--- src/rtl/alu_flag_unit.sv ---
// alu_flag_unit: 6502-style 8-bit ALU with T, P and carry-temp state.
// Decimal adjust on ADD/SUB is built only when ALU_BCD_EN is defined.
module alu_flag_unit (
  input  logic       ph2,
  input  logic       reset,
  input  logic [7:0] a_in,
  input  logic [7:0] b_in,
  input  logic [3:0] alu_op,
  input  logic       carry_sel,
  input  logic       c_temp_en,
  input  logic       t_in_en,
  input  logic       t_out_en,
  input  logic [7:0] p_in_en,
  input  logic       p_sel,
  input  logic       p_out_en,
  output logic [7:0] r,
  output logic [7:0] r_q,
  output logic [7:0] f_q,
  output logic [7:0] t_q,
  output logic [7:0] p_q,
  output logic [7:0] bus_out,
  output logic       bus_oe
);

  localparam logic [3:0] OP_ADD   = 4'd0;
  localparam logic [3:0] OP_SUB   = 4'd1;
  localparam logic [3:0] OP_AND   = 4'd2;
  localparam logic [3:0] OP_OR    = 4'd3;
  localparam logic [3:0] OP_XOR   = 4'd4;
  localparam logic [3:0] OP_ASL   = 4'd5;
  localparam logic [3:0] OP_ROL   = 4'd6;
  localparam logic [3:0] OP_LSR   = 4'd7;
  localparam logic [3:0] OP_ROR   = 4'd8;
  localparam logic [3:0] OP_INC   = 4'd9;
  localparam logic [3:0] OP_DEC   = 4'd10;
  localparam logic [3:0] OP_PASSB = 4'd11;

  logic       c_temp;
  logic       cin;
  logic       dec;
  logic [7:0] flags;
  logic       c_out;
  logic       v_out;

  logic is_add;
  logic is_sub;
  logic is_and;
  logic is_or;
  logic is_xor;
  logic is_asl;
  logic is_rol;
  logic is_lsr;
  logic is_ror;
  logic is_inc;
  logic is_dec;
  logic is_passb;
  logic is_passa;

  assign cin = carry_sel ? c_temp : p_q[0];

`ifdef ALU_BCD_EN
  assign dec = p_q[4];
`else
  assign dec = 1'b0;
`endif

  always_comb begin
    is_add   = (alu_op == OP_ADD);
    is_sub   = (alu_op == OP_SUB);
    is_and   = (alu_op == OP_AND);
    is_or    = (alu_op == OP_OR);
    is_xor   = (alu_op == OP_XOR);
    is_asl   = (alu_op == OP_ASL);
    is_rol   = (alu_op == OP_ROL);
    is_lsr   = (alu_op == OP_LSR);
    is_ror   = (alu_op == OP_ROR);
    is_inc   = (alu_op == OP_INC);
    is_dec   = (alu_op == OP_DEC);
    is_passb = (alu_op == OP_PASSB);
    is_passa = (alu_op[3:2] == 2'b11);
  end

  // SUB shares the adder by feeding ~B; carry out means no borrow
  logic [7:0] b_eff;
  logic [8:0] sum;
  logic       v_bin;

  assign b_eff = is_sub ? ~b_in : b_in;
  assign sum   = {1'b0, a_in} + {1'b0, b_eff} + {8'd0, cin};
  assign v_bin = (a_in[7] == b_eff[7]) && (sum[7] != a_in[7]);

`ifdef ALU_BCD_EN
  logic [4:0] lo_sum;
  logic       lo_gt9;
  logic [3:0] lo_add;
  logic [4:0] hi_sum;
  logic       hi_gt9;
  logic [3:0] hi_add;
  logic [7:0] dadd;
  logic       lo_borrow;
  logic       hi_borrow;
  logic [7:0] dsub_fix;
  logic [7:0] dsub;

  always_comb begin
    lo_sum = {1'b0, a_in[3:0]} + {1'b0, b_eff[3:0]} + {4'd0, cin};
    lo_gt9 = (lo_sum > 5'd9);
    lo_add = lo_sum[3:0] + (lo_gt9 ? 4'd6 : 4'd0);
    hi_sum = {1'b0, a_in[7:4]} + {1'b0, b_eff[7:4]} + {4'd0, lo_gt9};
    hi_gt9 = (hi_sum > 5'd9);
    hi_add = hi_sum[3:0] + (hi_gt9 ? 4'd6 : 4'd0);
    dadd   = {hi_add, lo_add};
  end

  // borrow out of a nibble shows up as a missing carry in the ~B form
  always_comb begin
    lo_borrow = ~lo_sum[4];
    hi_borrow = ~sum[8];
    dsub_fix  = {hi_borrow ? 4'h6 : 4'h0,
                 lo_borrow ? 4'h6 : 4'h0};
    dsub      = sum[7:0] - dsub_fix;
  end
`endif

  always_comb begin
    r     = a_in;
    c_out = cin;
    v_out = 1'b0;
    unique case (1'b1)
      is_add: begin
        r     = sum[7:0];
        c_out = sum[8];
        v_out = v_bin;
`ifdef ALU_BCD_EN
        if (dec) begin
          r     = dadd;
          c_out = hi_gt9;
        end
`endif
      end
      is_sub: begin
        r     = sum[7:0];
        c_out = sum[8];
        v_out = v_bin;
`ifdef ALU_BCD_EN
        if (dec) begin
          r = dsub;
        end
`endif
      end
      is_and:   r = a_in & b_in;
      is_or:    r = a_in | b_in;
      is_xor:   r = a_in ^ b_in;
      is_asl: begin
        r     = {a_in[6:0], 1'b0};
        c_out = a_in[7];
      end
      is_rol: begin
        r     = {a_in[6:0], cin};
        c_out = a_in[7];
      end
      is_lsr: begin
        r     = {1'b0, a_in[7:1]};
        c_out = a_in[0];
      end
      is_ror: begin
        r     = {cin, a_in[7:1]};
        c_out = a_in[0];
      end
      is_inc:   r = a_in + 8'd1;
      is_dec:   r = a_in - 8'd1;
      is_passb: r = b_in;
      is_passa: r = a_in;
    endcase
  end

  logic dec_unused;
  assign dec_unused = dec;

  always_comb begin
    flags    = 8'h00;
    flags[7] = r[7];
    flags[6] = v_out;
    flags[1] = (r == 8'h00);
    flags[0] = c_out;
  end

  always_ff @(posedge ph2 or negedge reset) begin
    if (!reset) begin
      r_q <= 8'h00;
      f_q <= 8'h00;
    end else begin
      r_q <= r;
      f_q <= flags;
    end
  end

  always_ff @(posedge ph2 or negedge reset) begin
    if (!reset) begin
      t_q <= 8'h00;
    end else if (t_in_en) begin
      t_q <= r_q;
    end
  end

  logic [7:0] p_src;
  logic [7:0] p_next;

  assign p_src  = p_sel ? r_q : f_q;
  assign p_next = (p_in_en & p_src) | (~p_in_en & p_q);

  always_ff @(posedge ph2 or negedge reset) begin
    if (!reset) begin
      p_q <= 8'h00;
    end else begin
      p_q <= p_next;
    end
  end

  always_ff @(posedge ph2 or negedge reset) begin
    if (!reset) begin
      c_temp <= 1'b0;
    end else if (c_temp_en) begin
      c_temp <= f_q[0];
    end
  end

  always_comb begin
    bus_out = 8'h00;
    if (t_out_en) begin
      bus_out = t_q;
    end else if (p_out_en) begin
      bus_out = p_q;
    end
  end

  assign bus_oe = t_out_en | p_out_en;

endmodule

--- config.mk ---
export PLATFORM = sky130hd
export DESIGN_NAME = alu_flag_unit
export DESIGN_NICKNAME = d
export VERILOG_FILES = /design/src/rtl/alu_flag_unit.sv
export SDC_FILE = /design/constraint.sdc
export NUM_CORES = 1
export LEC_CHECK = 0
export CAP_MARGIN = 20
export CORE_MARGIN = 4
export CORE_UTILIZATION = 44
export CTS_BUF_LIST = sky130_fd_sc_hd__clkbuf_4 sky130_fd_sc_hd__clkbuf_8 sky130_fd_sc_hd__clkbuf_16
export DETAILED_ROUTE_END_ITERATION = 10
export HOLD_SLACK_MARGIN = 0.12
export PLACE_DENSITY = 0.88
export SLEW_MARGIN = 0
export SYNTH_ARGS = -nofsm -noshare
export SYNTH_HDL_FRONTEND = slang
export SYNTH_SLANG_ARGS = --single-unit
--- constraint.sdc ---
create_clock -name ph2 -period 4 [get_ports ph2]
set_input_delay 0.4 -clock ph2 [delete_from_list [all_inputs] [get_ports ph2]]
set_output_delay 0.4 -clock ph2 [all_outputs]
set_load 0.1 [all_outputs]
==> results.yml <==
synthesis:
  yosys-top-cells-count: "28 x dfrtp_1, 27 x inv_1, 24 x ha_1"
  synth-main-ff-cell: "dfrtp_1"
  yosys_warnings: 0
  synthArstFlopShare_pct: 100
  yosysUniqueCellTypes: 57
  avgSynthCellArea_sq_um: 8.28
  synthCells: 340
  yosysMostFrequentCell: "dfrtp_1"
  synth_area_leaders: "dfrtp_1 25%, ha_1 11%, xnor2_1 5.0%"
  synth_top_cell_by_area: "dfrtp_1"
  synth.ff_latch_count: 28
  ys_seq_area_share_pct: 24.9
  synthesis.area_sq_um: 2820
  synth-edff-count: 0
  yosys.area.top_type_share_pct: 24.9
sta:
  setup_tns_ns: 0
  fin_skew_ns: 0.000892
  fmax_mhz: 260
  whs_ns: 0.406
  drv_slew: 0
  finalCritPeriodShare_pct: 96.2
  fin_ws_ns: 0.153
  post-route-min-period_ns: 3.85
  setup_viol: 0
  worst_pin_slew_ns: 0.986
  slew_headroom_pct: 34.0
  hold_violations: 0
die:
  rows: 28
  die_y_um: 88.0
  fp.dieArea_sq_um: 7740
  start_util_pct: 46.5
  io_pins: 85
  core_sq_um: 6060
  chipWidth_um: 88.0
grt:
  grt_pass1_wl_um: 14100
  antenna_found_initial: 0
  overflow: 0
  grtUsageMet2_pct: 39.5
  use_met1_pct: 29.0
  grt_pass1_vias: 2788
  grtUsageTotal_pct: 22.6
  grt_max_degree: 31
  grt_busiest_layer: "met2"
  grt_use_met3_pct: 3.67
critical_path:
  cp-end-kind: "primary output"
  crit_path_top_delay_cell: "clkdlybuf4s50_1"
  path_class: "in -> out"
  worstPathCellList: "clkdlybuf4s50_1, nor3_4, and2_1, xnor2_1, fa_1, a211oi_1, nor2_1, o21a_1, o41ai_2, xor2_1, a32oi_2, buf_12"
  cp.required_ns: 3.60
  critPathMaxFanout: 3
  crit_path_start_kind: "input pin"
  r2r_cells: 12
  r2r_end: "f_q[1]"
  r2r_slack_ns: 1.09
  slowest_delay_ns: 0.46
  crit_arrival_ns: 3.45
route:
  dr.pass1.iters: 4
  vias_per_cell: 5.98
  ant_nets: 0
  drtIter0Drc: 201
  routedWlPerCell_um: 18.0
  routed_wl_um: 8730
  vias: 2907
  drc: 0
final_layout:
  final_core_util_pct: 64.2
  drive_gt1_share_pct: 13.6
  layout.cells.non_filler: 486
  diodes: 0
  nets: 475
  area_growth_pct: 38.1
place:
  place_inst: 482
  pre_cts_ws_ns: 0.154
  dp_hpwl_um: 6810
  gp_congestion: 0.959
  io_buffers: 80
cts:
  root_buffer: "clkbuf_8"
  cts_tree: "done"
  cts_setup_buffers: 0
  clk_latency_ns: 0.26
  cts_num_sinks: 28
  cts_buffer_depth: 2
  cts_htree_levels: 1
  clkSlewWorstSetupHoldPaths_ns: 0.08
  cts-buffers-inserted: 3
pwr:
  p_per_area_nw_per_um2: 399
  peakVddDrop_uv: 379
  power_leakage_nw: 1.65
min_path:
  hp-class: "in -> async"
job:
  max_cap_violations: 0
run_status:
  outcome: "finished, final reports clean"
-- placed cells by master (no fill, tap or decap), drive strengths merged, types with 5 or more instances in the layout --
cell           Yosys  final
clkdlybuf4s50      0     63
dfrtp             28     28
buf               16     28
inv               27     27
ha                24     24
nor2              22     22
o21ai             20     20
a21oi             20     20
nand2             19     19
xnor2             16     16
nand2b            12     12
mux2              10     10
mux2i              9      9
nand3              8      8
a22o               8      8
nor3               8      8
nor2b              5      5
a31oi              5      5
nor4               5      5
-- how the worst max path moves through the flow --
stage / startpoint / to / slack, ns / cells after the start
final: alu_op[2] / r[7] / 0.15 / 12
after global placement: alu_op[2] / r[7] / 0.21 / 12
after global routing: alu_op[3] / r[7] / -0.02 / 12
after floorplan: alu_op[3] / r[6] / -0.03 / 15
after CTS: alu_op[2] / r[7] / 0.15 / 12
after detailed placement: alu_op[2] / r[7] / 0.15 / 12
-- routing by layer --
metal	up-vias	part of all wire, %
met5	-	0
met4	0	1.7
met3	12	10
met2	171	48
met1	1369	40
li1	1355	-
-- final cells by class --
class                   count  area [sq um]
repair buffers             91           961
flip-flops and latches     28           701
clock buffers               3          41.3
well taps                  75          93.8
fillers                   499          2170
multi-input cells         261          1990
inverters                  28           105
-- worst max-delay path: cells and delay by family --
family	cells	cell delay [ns]
compound gates	4	1.11
buf+inv	2	0.68
simple gates	3	0.53
fa+ha+maj	1	0.45
xor+xnor	2	0.28
-- timing repair --
action                                  in CTS  in global routing
hold buffers                                 0                  0
resized for setup                            0                  2
endpoints found under the setup margin       0                  2
-- per-stage QoR --
stage | power (mW) | cell area (sq um)
global route | 1.62 | 3890
CTS | 1.55 | 3850
floorplan | 1.12 | 2920
finish | 1.55 | 3890
detailed placement | 1.40 | 3810
global placement | 1.38 | 3810
-- cell families (layout without fill, tap and decap cells) --
| kind of cell | count (synthesis) | after routing | synth area share, % |
|---|---|---|---|
| xor+xnor | 19 | 19 | 5.91 |
| fa+ha+maj | 26 | 26 | 12.1 |
| mux | 19 | 19 | 7.20 |
| other cells | 1 | 4 | 0.133 |
| compound gates | 94 | 94 | 22.7 |
| simple gates | 99 | 99 | 18.6 |
| flops | 28 | 28 | 24.9 |
| buf+inv | 54 | 122 | 8.44 |
-- power by group --
group / internal (mW) / switching [mW] / leakage [nW]
registers: 0.327 / 0.0369 / 0.338
logic: 0.297 / 0.749 / 1.29
clock network: 0.0673 / 0.0742 / 0.0216
Power figures use the tool's default switching activity.
